`config.mk`:
```
export PLATFORM = sky130hd
export DESIGN_NAME = oam_dma_arbiter
export DESIGN_NICKNAME = d
export VERILOG_FILES = /design/src/rtl/oam_dma_arbiter.sv
export SDC_FILE = /design/constraint.sdc
export NUM_CORES = 1
export LEC_CHECK = 0
export BUFFER_PORTS_ARGS = -buffer_cell sky130_fd_sc_hd__buf_4
export CAP_MARGIN = 20
export CORE_ASPECT_RATIO = 1.4
export CORE_UTILIZATION = 51
export CTS_BUF_LIST = sky130_fd_sc_hd__clkbuf_4
export CTS_CLUSTER_DIAMETER = 200
export DETAILED_ROUTE_END_ITERATION = 8
export PLACE_DENSITY = 0.87
export SLEW_MARGIN = 20
export SYNTH_ARGS = -nofsm -noshare
export SYNTH_HDL_FRONTEND = slang
export SYNTH_SLANG_ARGS = --single-unit
```
`constraint.sdc`:
```
create_clock -name i_clk -period 2.1 [get_ports i_clk]
set_input_delay 0.105 -clock i_clk [delete_from_list [all_inputs] [get_ports i_clk]]
set_output_delay 0.105 -clock i_clk [all_outputs]
set_load 0.03 [all_outputs]
```
`src/rtl/oam_dma_arbiter.sv`:
```
// ---------------------------------------------------------------------------
// oam_dma_arbiter
//
// Purpose:
//   Sits between the core and the memory port. While idle it forwards every
//   core access to memory. A write to the DMA trigger register (DMA_REG)
//   starts a block copy of DMA_LEN bytes from page P into DMA_DST. While the
//   copy runs, the engine owns the memory port and the core is locked out.
//
// Ports:
//   i_clk          single clock, all state changes on the rising edge
//   i_reset        synchronous active-high reset
//   i_cpu_mreq     core bus request
//   i_cpu_rd       core read strobe
//   i_cpu_wr       core write strobe
//   i_cpu_a        core address (16 bits)
//   i_cpu_dout     core write data (8 bits)
//   o_cpu_din      read data returned to the core (8 bits)
//   o_mem_mreq     memory port request
//   o_mem_rd       memory port read strobe
//   o_mem_wr       memory port write strobe
//   o_mem_a        memory port address (16 bits)
//   o_mem_dout     memory port write data (8 bits)
//   i_mem_din      memory port read data (8 bits)
//   o_dma_busy     high while the DMA engine owns the memory port
// ---------------------------------------------------------------------------
module oam_dma_arbiter #(
  parameter logic [15:0] DMA_REG = 16'hFF46,
  parameter int          DMA_LEN = 160,
  parameter logic [15:0] DMA_DST = 16'hFE00
) (
  input  logic        i_clk,
  input  logic        i_reset,
  input  logic        i_cpu_mreq,
  input  logic        i_cpu_rd,
  input  logic        i_cpu_wr,
  input  logic [15:0] i_cpu_a,
  input  logic [7:0]  i_cpu_dout,
  output logic [7:0]  o_cpu_din,
  output logic        o_mem_mreq,
  output logic        o_mem_rd,
  output logic        o_mem_wr,
  output logic [15:0] o_mem_a,
  output logic [7:0]  o_mem_dout,
  input  logic [7:0]  i_mem_din,
  output logic        o_dma_busy
);

  typedef enum logic [1:0] {
    S_IDLE,
    S_START,
    S_RD,
    S_WR
  } state_t;

  localparam logic [7:0] LAST_IDX = 8'(DMA_LEN - 1);

  state_t     r_state;
  logic [7:0] r_page;
  logic [7:0] r_index;
  logic [7:0] r_data;
  logic       r_busy;

  logic       w_regHit;
  logic       w_trigger;
  logic       w_regRead;
  logic [7:0] w_srcPage;

  // Any access that targets the trigger register is handled locally and
  // never reaches the memory port.
  assign w_regHit  = i_cpu_mreq && (i_cpu_a == DMA_REG);
  assign w_trigger = w_regHit && i_cpu_wr;
  assign w_regRead = w_regHit && i_cpu_rd;

  // Pages E0..FF are echoes of C0..DF, so fold them down before reading.
  assign w_srcPage = (r_page < 8'hE0) ? r_page : (r_page - 8'h20);

  assign o_dma_busy = r_busy;

  // Transfer sequencer. A trigger restarts the copy from index 0 no matter
  // where the engine is; a write in progress during that cycle still lands
  // because the memory strobes are decoded from the current state. Busy is
  // registered alongside the state so it is a clean state decode.
  always_ff @(posedge i_clk) begin
    if (i_reset) begin
      r_state <= S_IDLE;
      r_page  <= 8'h00;
      r_index <= 8'h00;
      r_data  <= 8'h00;
      r_busy  <= 1'b0;
    end else if (w_trigger) begin
      r_page  <= i_cpu_dout;
      r_index <= 8'h00;
      r_state <= S_START;
      r_busy  <= 1'b1;
    end else begin
      case (r_state)
        S_IDLE: begin
          r_busy <= 1'b0;
        end
        S_START: begin
          r_state <= S_RD;
          r_busy  <= 1'b1;
        end
        S_RD: begin
          r_data  <= i_mem_din;
          r_state <= S_WR;
          r_busy  <= 1'b1;
        end
        S_WR: begin
          if (r_index == LAST_IDX) begin
            r_state <= S_IDLE;
            r_busy  <= 1'b0;
          end else begin
            r_index <= r_index + 8'h01;
            r_state <= S_RD;
            r_busy  <= 1'b1;
          end
        end
        default: begin
          r_state <= S_IDLE;
          r_busy  <= 1'b0;
        end
      endcase
    end
  end

  // Memory port and core read-data mux. Idle is a straight passthrough;
  // during a transfer the core sees FF and its strobes are discarded. Reads
  // of the trigger register return the page in every state.
  always_comb begin
    o_mem_mreq = 1'b0;
    o_mem_rd   = 1'b0;
    o_mem_wr   = 1'b0;
    o_mem_a    = 16'h0000;
    o_mem_dout = 8'h00;
    o_cpu_din  = 8'hFF;
    case (r_state)
      S_IDLE: begin
        if (!w_regHit) begin
          o_mem_mreq = i_cpu_mreq;
          o_mem_rd   = i_cpu_rd;
          o_mem_wr   = i_cpu_wr;
          o_mem_a    = i_cpu_a;
          o_mem_dout = i_cpu_dout;
          o_cpu_din  = i_mem_din;
        end
      end
      S_START: begin
        o_mem_mreq = 1'b0;
      end
      S_RD: begin
        o_mem_mreq = 1'b1;
        o_mem_rd   = 1'b1;
        o_mem_a    = {w_srcPage, r_index};
      end
      S_WR: begin
        o_mem_mreq = 1'b1;
        o_mem_wr   = 1'b1;
        o_mem_a    = DMA_DST + {8'h00, r_index};
        o_mem_dout = r_data;
      end
      default: begin
        o_mem_mreq = 1'b0;
      end
    endcase
    if (w_regRead) begin
      o_cpu_din = r_page;
    end
  end

endmodule

```
; ---- Yosys cells after proc, flatten, opt, wreduce, memory -nomap -nowiden
; Index checks and enable logic that the tools add are counted.
; Widths: inputs -> output; s select.
[totals]
input_bits = 37
register_bits = 27
word_cells = 48
out_inout_bits = 36
[classes]
order_cmp = 1
eq_ne = 5
reduce_logical = 11
add_sub_neg = 3
bitwise_logic = 2
mux = 20
[ops]
columns = cell, count
row1 = $pmux 16 s3, 1
row2 = $mux 8, 5
row3 = $eq 16x16->1 const B, 1
row4 = $mux 16, 1
row5 = $pmux 8 s2, 1
row6 = $add 10x9->11 const A, 1
row7 = $add 8x1->8 const B, 1
row8 = $eq 8x8->1 const B, 1
row9 = $lt 8x8->1 const B, 1
row10 = $sub 8x6->8 const B, 1
row11 = $mux 1, 6
row12 = $pmux 1 s3, 2
row13 = $pmux 2 s3, 1
row14 = $reduce_or 2->1, 3
row15 = $eq 2x2->1 const B, 2
row16 = $pmux 1 s2, 2
row17 = $reduce_and 2->1, 2
row18 = $reduce_bool 4->1, 1
row19 = $logic_and 1x1->1, 3
row20 = $reduce_bool 3->1, 1
row21 = $eq 2x1->1 const B, 1
row22 = $logic_not 2->1, 1
row23 = $mux 2, 1
row24 = $not 1->1, 2

; ---- Longest topological paths before layout
; Gate-level depths: netlist (run 1).
[logic_depth]
word_depth = 5
depth_mapped = 8
mapped_depth_nobuf = 5

; ---- Least setup slack after synthesis (run 1)
; OpenSTA, ideal clock, no wires.
[synth_timing]
path_kind = register -> output
from = reg r_state[1]
to = out o_mem_dout[0]
path_slack_ns = -0.103
path_stages_with_launch = 9
arrival_time_ns = 2.098
path_buffers = 3
cell_sequence = dfxtp_1 clkbuf_1 inv_1 ha_1 clkbuf_1 inv_1 clkbuf_1 nand2_1 o22ai_1
[synth_via]
elab_chain_cells = 2
word_cells_on_any_way = 3
classes_between = eq/ne (1) / mux (1) / reduce/logical (1)
[synth_lines]
columns = element, line
row1 = start: declaration, 58  ; state_t r_state;
row2 = start signal: assignment, 86  ; r_state <= S_IDLE;
row3 = start signal: assignment, 94  ; r_state <= S_START;
row4 = start signal: assignment, 102  ; r_state <= S_RD;
row5 = $eq 2x2->1 / $logic_not 2->1 (equally long branches), 138  ; case (r_state)
row6 = $pmux 8 s2 *, 138
row7 = end: declaration, 44  ; output logic [7:0] o_mem_dout,
; Every way passes the cells marked *; elsewhere a longest branch is shown, timed or not.

; ---- Final worst setup path (run 1)
[layout_timing]
from = in i_cpu_a[0]
to = out o_cpu_din[6]
[layout_via]
elab_chain_cells = 5
word_cells_on_any_way = 6
classes_between = eq/ne (1) / mux (3) / reduce/logical (2)
[layout_lines]
columns = element, line
row1 = start: declaration, 37  ; input logic [15:0] i_cpu_a,
row2 = $eq 16x16->1 *, 71  ; assign w_regHit = i_cpu_mreq && (i_cpu_a == DMA_REG);
row3 = $logic_and 1x1->1 *, 71
row4 = $mux 8, 140  ; if (!w_regHit) begin
row5 = $mux 8, 138
row6 = $mux 8 *, 167  ; if (w_regRead) begin
row7 = end: declaration, 39  ; output logic [7:0] o_cpu_din,
; Marks and branches as above.

==> run metrics, run 1 <==
commonest non-fill, non-tap cell in the layout=buf_4; flops & latches, synth=27; max_cap viols=0; Leakage Power=just over 1 nW; nets=roughly 360; r2r setup slk=between 0.2 and 0.3 ns; pwr dens=around 700 nW/um^2; Die ar.=4050 sq um; crit path to=o_cpu_din[6]; fin crit share=between 90% and 100%; Synth Flop Type=dfxtp_1; setup TNS=0 ns; Seq/Total Area, Yosys=roughly 28%; share of power burned in combinational logic=between 50% and 60%; post-synthesis instance total=between 200 and 300; largest net degree at the start of global routing=36; Post-synth EDFFs=0; clk_skew=between 0.004 and 0.005 ns; post_cts resized=0; CP arrival=~1.9 ns; first-pass GRT wire length=approximately 8800 microns; Reg power frac=a little under a third; CP required=2.00 ns; area grow syn2layout=31.5%; Worst-Skew Late Latency=0.31 ns; Yosys cell types=36; vias in the first global route=1,941; Root Driver=clkbuf_4; RSZ-0062 raised after global routing=false; switching part of the total=a little over two fifths; initial antenna violation count=0; Async S/R FF share, synth=0%; num rows=26; chip width=54.1 microns; Setup Fix Bufs, Post-CTS=0; average size of a mapped cell=roughly 7.7 sq um; Tmin final=2.02 ns; Final HPWL DP=about 4300 microns; slew margin rel.=roughly 66%; WHS=between 0.04 and 0.05 ns; post-detailed-route count of antenna-violating nets=0; vias per inst=~6.0; Slew Limit Fails=0; most frequent cells in the layout=79 x buf_4, 31 x nand2b_1, 29 x nand2_1, 27 x dfxtp_1, 24 x o22ai_1; via count=between 2k and 2.5k; Initial DRT Pass Iterations=4; clock buffer depth=2; Critical Path Start Type=primary input; Setup violations, final=0; Clk pwr share=between 10% and 20%; number of I/O port buffers=72; routed len/inst=between 15 and 20 microns; Syn. warnings=0; layout cells sized above 1=approximately 28%; worst-path maximum fanout=32; Total Wirelength=between 5000 and 6000 microns; Mapped Nets=between 200 and 300; CTS buffer count=3; IR Drop Worst-Case VDD=0.000449 V; CTS Sinks=27; Reg clk slew, reported paths=around 0.15 ns; Starting Density=53.1%; FF-to-FF path depth=4; Fin. Hold Viols=0; fin util=between 60% and 70%; P_sw=0.764 mW; Slew @ Worst Pin=just over 0.5 ns; htree depth=1; worst r2r src=r_state[0]$_SDFFE_PP0P_; gr ovfl total=0; Setup crit end kind=output pin; GP Congestion=a little under 0.9; io pins=73; CP Launch Point=i_cpu_a[0]; status=complete, no violations; DR DRC count=0; CTS tree=yes; r2r endpoint=r_data[2]$_SDFFE_PP0P_; Hold-fix buffers, CTS=0; CP Class=in2out; all-layer global routing usage=between 20 and 30%; # diodes=0; internal power=between 1 and 1.5 mW; fmax=slightly below 0.5 GHz; min-delay worst type=in2reg; core area=3640 sq um; First DRT Iteration DRCs=62; Chip Height=about 75 microns; Cell Area, Synth=between 1500 and 2000 sq um
-- worst max-delay path: stages --
cell and delay (ns):
buf_4 0.11, or4b_1 0.55, or3_1 0.43, o21ai_4 0.20, buf_12 0.21, o22a_1 0.16
buf_4 0.15
-- power by group through the flow --
stage	clock network (mW)	logic [mW]	registers (mW)
after floorplan	0	0.641	0.563
after global placement	0	0.964	0.564
after detailed placement	0	0.979	0.565
after CTS	0.240	0.982	0.554
after global routing	0.256	1.05	0.557
final	0.235	0.988	0.554
-- per-stage QoR --
| step | area, sq um | cells | total power [mW] | worst slack (ns) |
|---|---|---|---|---|
| floorplan | 1930 | 251 | 1.20 | -0.103 |
| global placement | 2510 | 352 | 1.53 | 0.0764 |
| detailed placement | 2510 | 352 | 1.54 | 0.0263 |
| CTS | 2540 | 356 | 1.78 | 0.0472 |
| global route | 2540 | 356 | 1.86 | 0.00897 |
| finish | 2540 | 356 | 1.78 | 0.0771 |
-- cell families after synthesis --
group,synth area share [%]
AOI/OAI and AO/OA,22.6
xor gates and xnor gates,2.72
adders and majority gates,4.53
buffers and inverters,6.99
DFF,27.9
muxes,5.17
and+or+nand+nor,30.0
-- cell usage after synthesis, drive strengths merged, types with 3 or more instances --
| library cell | n | area, sq um |
|---|---|---|
| a21oi | 15 | 75.1 |
| nand2b | 31 | 194 |
| mux2i | 10 | 100 |
| ha | 7 | 87.6 |
| dfxtp | 27 | 541 |
| a31oi | 3 | 18.8 |
| buf | 5 | 48.8 |
| xor2 | 6 | 52.6 |
| nand4 | 12 | 75.1 |
| o22ai | 24 | 150 |
| inv | 6 | 22.5 |
| o21ai | 11 | 66.3 |
| and3 | 3 | 18.8 |
| clkbuf | 17 | 63.8 |
| nor3 | 10 | 50.1 |
| o22a | 8 | 70.1 |
| nand3 | 7 | 35.0 |
| nand2 | 29 | 109 |
-- sequential cells by signal, summed over array words and instances, names as in the netlist --
signal / cells
r_page: 8
r_data: 8
o_dma_busy: 1
r_state: 2
r_index: 8
-- routing by layer --
layer | track usage [%] | up-vias | part of all wire, %
met5 | 0 | - | 0
met4 | 10.5 | 0 | 1.5
met3 | 2.83 | 10 | 5.7
met2 | 54.0 | 90 | 52
met1 | 33.3 | 1010 | 41
li1 | - | 1038 | -
-- how the worst min path moves through the flow --
stage	from	end	slack, ns	depth (start not counted)
floorplan	i_cpu_dout[0]	r_page[0]$_SDFFE_PP0P_	0.26	2
global placement	i_mem_din[4]	r_data[4]$_SDFFE_PP0P_	0.38	3
detailed placement	i_cpu_dout[4]	r_page[4]$_SDFFE_PP0P_	0.39	3
CTS	i_cpu_dout[7]	r_page[7]$_SDFFE_PP0P_	0.04	3
global route	i_cpu_dout[2]	r_page[2]$_SDFFE_PP0P_	0.05	3
finish	i_cpu_dout[4]	r_page[4]$_SDFFE_PP0P_	0.04	3
-- area by class of cell --
class / count / area (sq um)
clock buffer: 4 / 30.0
fill: 314 / 1100
tap: 42 / 52.6
multi-input combinational: 196 / 1260
timing repair buffer: 81 / 633
sequential: 27 / 541
inverter: 6 / 26.3
(Power assumes the default switching activity.)
==> run 2: changes to the inputs <==
--- a/config.mk
+++ b/config.mk
@@ -8,12 +8,11 @@
 export BUFFER_PORTS_ARGS = -buffer_cell sky130_fd_sc_hd__buf_4
 export CAP_MARGIN = 20
 export CORE_ASPECT_RATIO = 1.4
-export CORE_UTILIZATION = 51
-export CTS_BUF_LIST = sky130_fd_sc_hd__clkbuf_4
+export CORE_UTILIZATION = 49
+export CTS_BUF_LIST = sky130_fd_sc_hd__clkbuf_8 sky130_fd_sc_hd__clkbuf_16
 export CTS_CLUSTER_DIAMETER = 200
 export DETAILED_ROUTE_END_ITERATION = 8
-export PLACE_DENSITY = 0.87
-export SLEW_MARGIN = 20
+export PLACE_DENSITY = 0.84
 export SYNTH_ARGS = -nofsm -noshare
 export SYNTH_HDL_FRONTEND = slang
 export SYNTH_SLANG_ARGS = --single-unit
==> run 2 against run 1 <==
Sequential power barely moved. Count of clock-buffer cells in the layout shrank 1. First-iteration DRC count is 58% higher. Critical endpoint is now o_mem_dout[5]. Total power up 3.6%. Sequential share of layout area barely moved. Setup slack improved by 0.044 ns. Cell area about the same. Worst hold slack better by 0.048 ns. Clock power grew 33%. Flip-flop and latch count unchanged. Highest routed layer unchanged. Critical path depth decreased by 1. Clock skew shrank 0.0030 ns.
==> run metrics, run 2 (synthesis results as in run 1) <==
Finished Layout Cells=356 (unchanged); max_cap viols=0 (unchanged); delay-heaviest family, CP=buffers and inverters; largest net degree at the start of global routing=36 (unchanged); clock buffer depth=2 (unchanged); initial antenna violation count=0 (unchanged); CP arrival=1.87 ns (-0.05 ns); busiest grt layer=met2; post-route cell area=2540 sq um (about the same); GP Congestion=0.841 (-3.7%); Critical Path Start Type=flip-flop; Die ar.=4210 sq um (+3.9%); Critical Path Max Stage Delay=0.47 ns (-0.08 ns); status=complete, no violations; htree depth=1 (unchanged); # diodes=0 (unchanged); fmax=0.505 GHz (+2.2%); nets=359 (unchanged); CTS tree=yes; met3 usage=2.99% (+0.17 points); Reg clk slew, reported paths=0.10 ns (-0.05 ns); placed cell area=2480 sq um (-1.0%); Initial DRT Pass Iterations=4 (unchanged); pwr dens=724 nW/um^2 (+3.7%); WHS=0.0912 ns (+0.0476 ns); worst-path maximum fanout=11 (-66%); CTS Sinks=27 (unchanged); grt met2 use=46.0% (-8.0 points); Setup crit end kind=output pin; crit path cell chain=inv_1, ha_1, inv_4, nand2_1, o22ai_1, buf_4; DR DRC count=0 (unchanged); gr ovfl total=0 (unchanged); Chip Height=76.3 microns (+2.0%); first-pass GRT wire length=8990 microns (+2.0%); chip width=55.1 microns (+1.9%); min-delay worst type=in2reg; IR Drop Worst-Case VDD=0.000462 V (+2.9%); met1 usage=35.5% (+2.2 points); highest-delay cell along the critical path=ha_1; Multi-input gate area=1260 sq um (+0.20%); placed cells=352 (unchanged); fin util=68.6% (-1.3 points); setup ws final=0.121 ns (+0.0437 ns); fin crit share=94.2% (-2.1 points); WP buf/inv=3 (unchanged); Setup violations, final=0 (unchanged); Largest regs=r_data x8, r_index x8, r_page x8; Final HPWL DP=4190 microns (-1.7%); number of I/O port buffers=72 (unchanged); core area=3710 sq um (+1.8%); Slew @ Worst Pin=0.566 ns (+0.0557 ns); pre-CTS WS=0.0847 ns (+0.0584 ns); CTS buffer count=3 (unchanged); setup TNS=0 ns (unchanged); slew margin rel.=61.8% (-4.1 points); Leakage Power=1.04 nW (+0.30%); Starting Density=52.2% (-0.93 points); routed len/inst=16.1 microns (+0.65%); CP Class=reg2out; Reg area=541 sq um (unchanged); Root Driver=clkbuf_8; CP required=2.00 ns (about the same); Fin. Hold Viols=0 (unchanged); layout cells sized above 1=28.3% (unchanged); via count=2,117 (-1.4%); clk_skew=0.00190 ns (-0.00303 ns); Total Wirelength=5730 microns (+0.65%); most frequent cells in the layout=80 x buf_4, 31 x nand2b_1, 29 x nand2_1, 27 x dfxtp_1, 24 x o22ai_1; post-detailed-route count of antenna-violating nets=0 (unchanged); RSZ-0062 raised after global routing=false; layout filler cell count=344 (+9.6%); io pins=73 (unchanged); area grow syn2layout=31.4% (about the same); First DRT Iteration DRCs=98 (+58%); vias in the first global route=1,996 (+2.8%); vias per inst=5.95 (-1.4%); Worst-Skew Late Latency=0.28 ns (-0.03 ns); Slew Limit Fails=0 (unchanged); Tmin final=1.98 ns (-0.0437 ns); num rows=26 (unchanged); commonest non-fill, non-tap cell in the layout=buf_4; all-layer global routing usage=28.1% (-0.99 points); Total Power=1.84 mW (+3.6%)
==> run 2: cell type report <==
| class | count | area share, % |
|---|---|---|
| clock inverters | 1 | 0.295 |
| clock buffers | 3 | 1.62 |
| inverters | 6 | 0.984 |
| well taps | 42 | 2.07 |
| repair buffers | 81 | 24.1 |
| multi-input cells | 196 | 49.7 |
| flip-flops and latches | 27 | 21.3 |
==> run 2: final timing paths <==
path	startpoint	to	slack [ns]	depth (start not counted)
worst max-delay path	r_state[0]$_SDFFE_PP0P_	o_mem_dout[5]	0.12	6
worst min-delay path	i_cpu_dout[6]	r_page[6]$_SDFFE_PP0P_	0.09	3
worst max register to register	r_state[0]$_SDFFE_PP0P_	r_data[1]$_SDFFE_PP0P_	0.29	4
worst min register to register	r_data[5]$_SDFFE_PP0P_	r_data[5]$_SDFFE_PP0P_	0.48	2
==> run 2: worst register-to-register path: stages (launching register included) <==
cell	delay (ns)
dfxtp_1	0.36
inv_1	0.12
ha_1	0.45
o21a_1	0.55
mux2i_1	0.26
==> run 2: where the power goes <==
part	internal [mW]	leakage, nW	switching [mW]	total, mW
logic	0.383	0.798	0.594	0.976
registers	0.537	0.219	0.0163	0.553
clock network	0.135	0.0217	0.177	0.312
total	1.06	1.04	0.787	1.84
==> run 2: what timing repair did <==
item / 4_1_cts / 5_1_grt
gates cloned: 0 / 0
buffers inserted: 0 / 0
endpoints found under the setup margin: 5 / 10
resized for setup: 1 / 3
hold buffers: 0 / 0
==> run 2: per-layer routing <==
metal / vias to the layer above / wire (microns)
met5: - / 0
met4: 0 / 114
met3: 11 / 325
met2: 95 / 2900
met1: 978 / 2390
li1: 1033 / -
==> run 3: changes to the inputs <==
--- a/config.mk
+++ b/config.mk
@@ -7,12 +7,12 @@
 export LEC_CHECK = 0
 export BUFFER_PORTS_ARGS = -buffer_cell sky130_fd_sc_hd__buf_4
 export CAP_MARGIN = 20
-export CORE_ASPECT_RATIO = 1.4
 export CORE_UTILIZATION = 49
 export CTS_BUF_LIST = sky130_fd_sc_hd__clkbuf_8 sky130_fd_sc_hd__clkbuf_16
 export CTS_CLUSTER_DIAMETER = 200
+export CTS_CLUSTER_SIZE = 28
 export DETAILED_ROUTE_END_ITERATION = 8
-export PLACE_DENSITY = 0.84
+export PLACE_DENSITY = 0.77
 export SYNTH_ARGS = -nofsm -noshare
 export SYNTH_HDL_FRONTEND = slang
 export SYNTH_SLANG_ARGS = --single-unit
==> run 3 against run 2 <==
Clock skew increased by 0.0014 ns. Combinational power rose by 0.7%. Critical path type is now in2out. Global-route usage decreased by 0.65 points. Total power grew 0.26%. Final cell count increased by 1.4%. Routed wire length down 4.8%. First-iteration DRC count is 21% higher. Core utilization about the same. Register-to-register slack lost 0.05 ns. Sequential power about the same. Non-clock buffer count down 1.
==> run metrics, run 3 (synthesis results as in run 1) <==
status=complete, no violations; largest net degree at the start of global routing=36 (unchanged); Largest regs=r_data x8, r_index x8, r_page x8; htree depth=1 (unchanged); max_cap viols=0 (unchanged); routed len/inst=15.1 microns (-6.1%); core area=3720 sq um (+0.20%); Total Wirelength=5460 microns (-4.8%); vias per inst=5.72 (-3.8%); min-delay worst type=in2reg; vias in the first global route=1,900 (-4.8%); Setup Fix Bufs, Post-CTS=0 (unchanged); gr ovfl total=0 (unchanged); Setup crit end kind=output pin; post-detailed-route count of antenna-violating nets=0 (unchanged); pwr dens=725 nW/um^2 (about the same); layout cells sized above 1=28.4% (+0.091 points); worst r2r src=r_state[0]$_SDFFE_PP0P_; Finished Layout Cells=361 (+1.4%); Critical Path Start Type=primary input; IR Drop Worst-Case VDD=0.000308 V (-33%); clock buffer depth=2 (unchanged); area grow syn2layout=31.8%; Multi-input gate area=1260 sq um (unchanged); RSZ-0062 raised after global routing=false; io pins=73 (unchanged); Worst Min Path Start=i_cpu_dout[4]; number of I/O port buffers=72 (unchanged); placed cells=357 (+1.4%); Initial DRT Pass Iterations=4 (unchanged); via count=2,066 (-2.4%); CP Class=in2out; WHS=0.0922 ns (+0.00103 ns); CP arrival=1.88 ns (about the same); DR DRC count=0 (unchanged); First DRT Iteration DRCs=119 (+21%); Worst-Skew Late Latency=0.28 ns (about the same); CTS Sinks=27 (unchanged); fmax=0.503 GHz (-0.42%); clk_skew=0.00334 ns (+0.00144 ns); Total Power=1.85 mW (+0.26%); post-route cell area=2550 sq um (+0.25%); slew margin rel.=62.2% (+0.40 points); Reg clk slew, reported paths=0.10 ns (about the same); nets=358 (-0.28%); GP Congestion=0.854 (+1.6%); Tmin final=1.99 ns (+0.00844 ns); Reg area=541 sq um (unchanged); placed cell area=2490 sq um (+0.50%); CTS buffer count=3 (unchanged); all-layer global routing usage=27.4% (-0.65 points); Slew Limit Fails=0 (unchanged); worst-path maximum fanout=8 (-3); commonest non-fill, non-tap cell in the layout=buf_4; most frequent cells in the layout=79 x buf_4, 31 x nand2b_1, 29 x nand2_1, 27 x dfxtp_1, 24 x o22ai_1; initial antenna violation count=0 (unchanged); Setup violations, final=0 (unchanged); CP Launch Point=i_cpu_a[0]; num rows=22 (-15%); CTS tree=yes; fin crit share=94.6% (+0.40 points); Root Driver=clkbuf_8; Die ar.=4200 sq um (about the same); Starting Density=52.1% (-0.11 points); Slew @ Worst Pin=0.566 ns (-0.0000889 ns); layout filler cell count=346 (+0.58%); Chip Height=64.8 microns (-15%); Fin. Hold Viols=0 (unchanged); Leakage Power=1.03 nW (-0.53%); CP required=2.00 ns (about the same); first-pass GRT wire length=9030 microns (+0.39%); Final HPWL DP=4070 microns (-2.7%); # diodes=0 (unchanged); chip width=64.8 microns (+18%)
## run 3: critical path, cell delays in order
cell and delay (ns):
buf_4 0.11, or4b_1 0.52, nor3_1 0.34, nand3_1 0.34
o22a_1 0.29, buf_4 0.17
## run 3: where the power goes
group | total (mW) | leakage [nW] | internal (mW) | switching [mW]
combinational | 0.983 | 0.793 | 0.389 | 0.594
clock | 0.312 | 0.0217 | 0.135 | 0.176
sequential | 0.552 | 0.219 | 0.537 | 0.0149
total | 1.85 | 1.03 | 1.06 | 0.785
## run 3: path summary, 6_finish.rpt
check                           depth (start not counted)                     end  slack [ns]
worst min-delay path                                    3  r_page[4]$_SDFFE_PP0P_        0.09
worst min register to register                          2  r_data[7]$_SDFFE_PP0P_        0.48
worst max register to register                          4  r_data[1]$_SDFFE_PP0P_        0.24
worst max-delay path                                    6            o_cpu_din[2]        0.11
## run 3: routing by layer
metal | track usage (%) | vias to the layer above | share of wire, %
met5 | 0 | - | 0
li1 | - | 1034 | -
met4 | 6.67 | 0 | 0.77
met2 | 44.7 | 87 | 46
met1 | 36.9 | 941 | 46
met3 | 5.46 | 4 | 6.8
## run 3: area by class of cell
cell class	count	share of cell area (%)
Clock inverter	1	0.295
Inverter	6	0.884
Sequential cell	27	21.2
Multi-Input combinational cell	196	49.6
Timing Repair Buffer	80	24.1
Tap cell	48	2.36
Clock buffer	3	1.62
## run 3: what timing repair did
item	4_1_cts	5_1_grt
endpoints found under the setup margin	2	21
gates resized for setup	1	2
hold buffers	0	0
## run 3: through the flow
step / setup slack, ns / util, % / TNS [ns]
3_3_place_gp: 0.147 / 67.1 / 0
3_5_place_dp: 0.120 / 67.1 / 0
5_1_grt: 0.0344 / 68.6 / 0
2_1_floorplan: -0.103 / - / -0.914
6_report: 0.112 / 68.6 / 0
4_1_cts: 0.0460 / 68.5 / 0
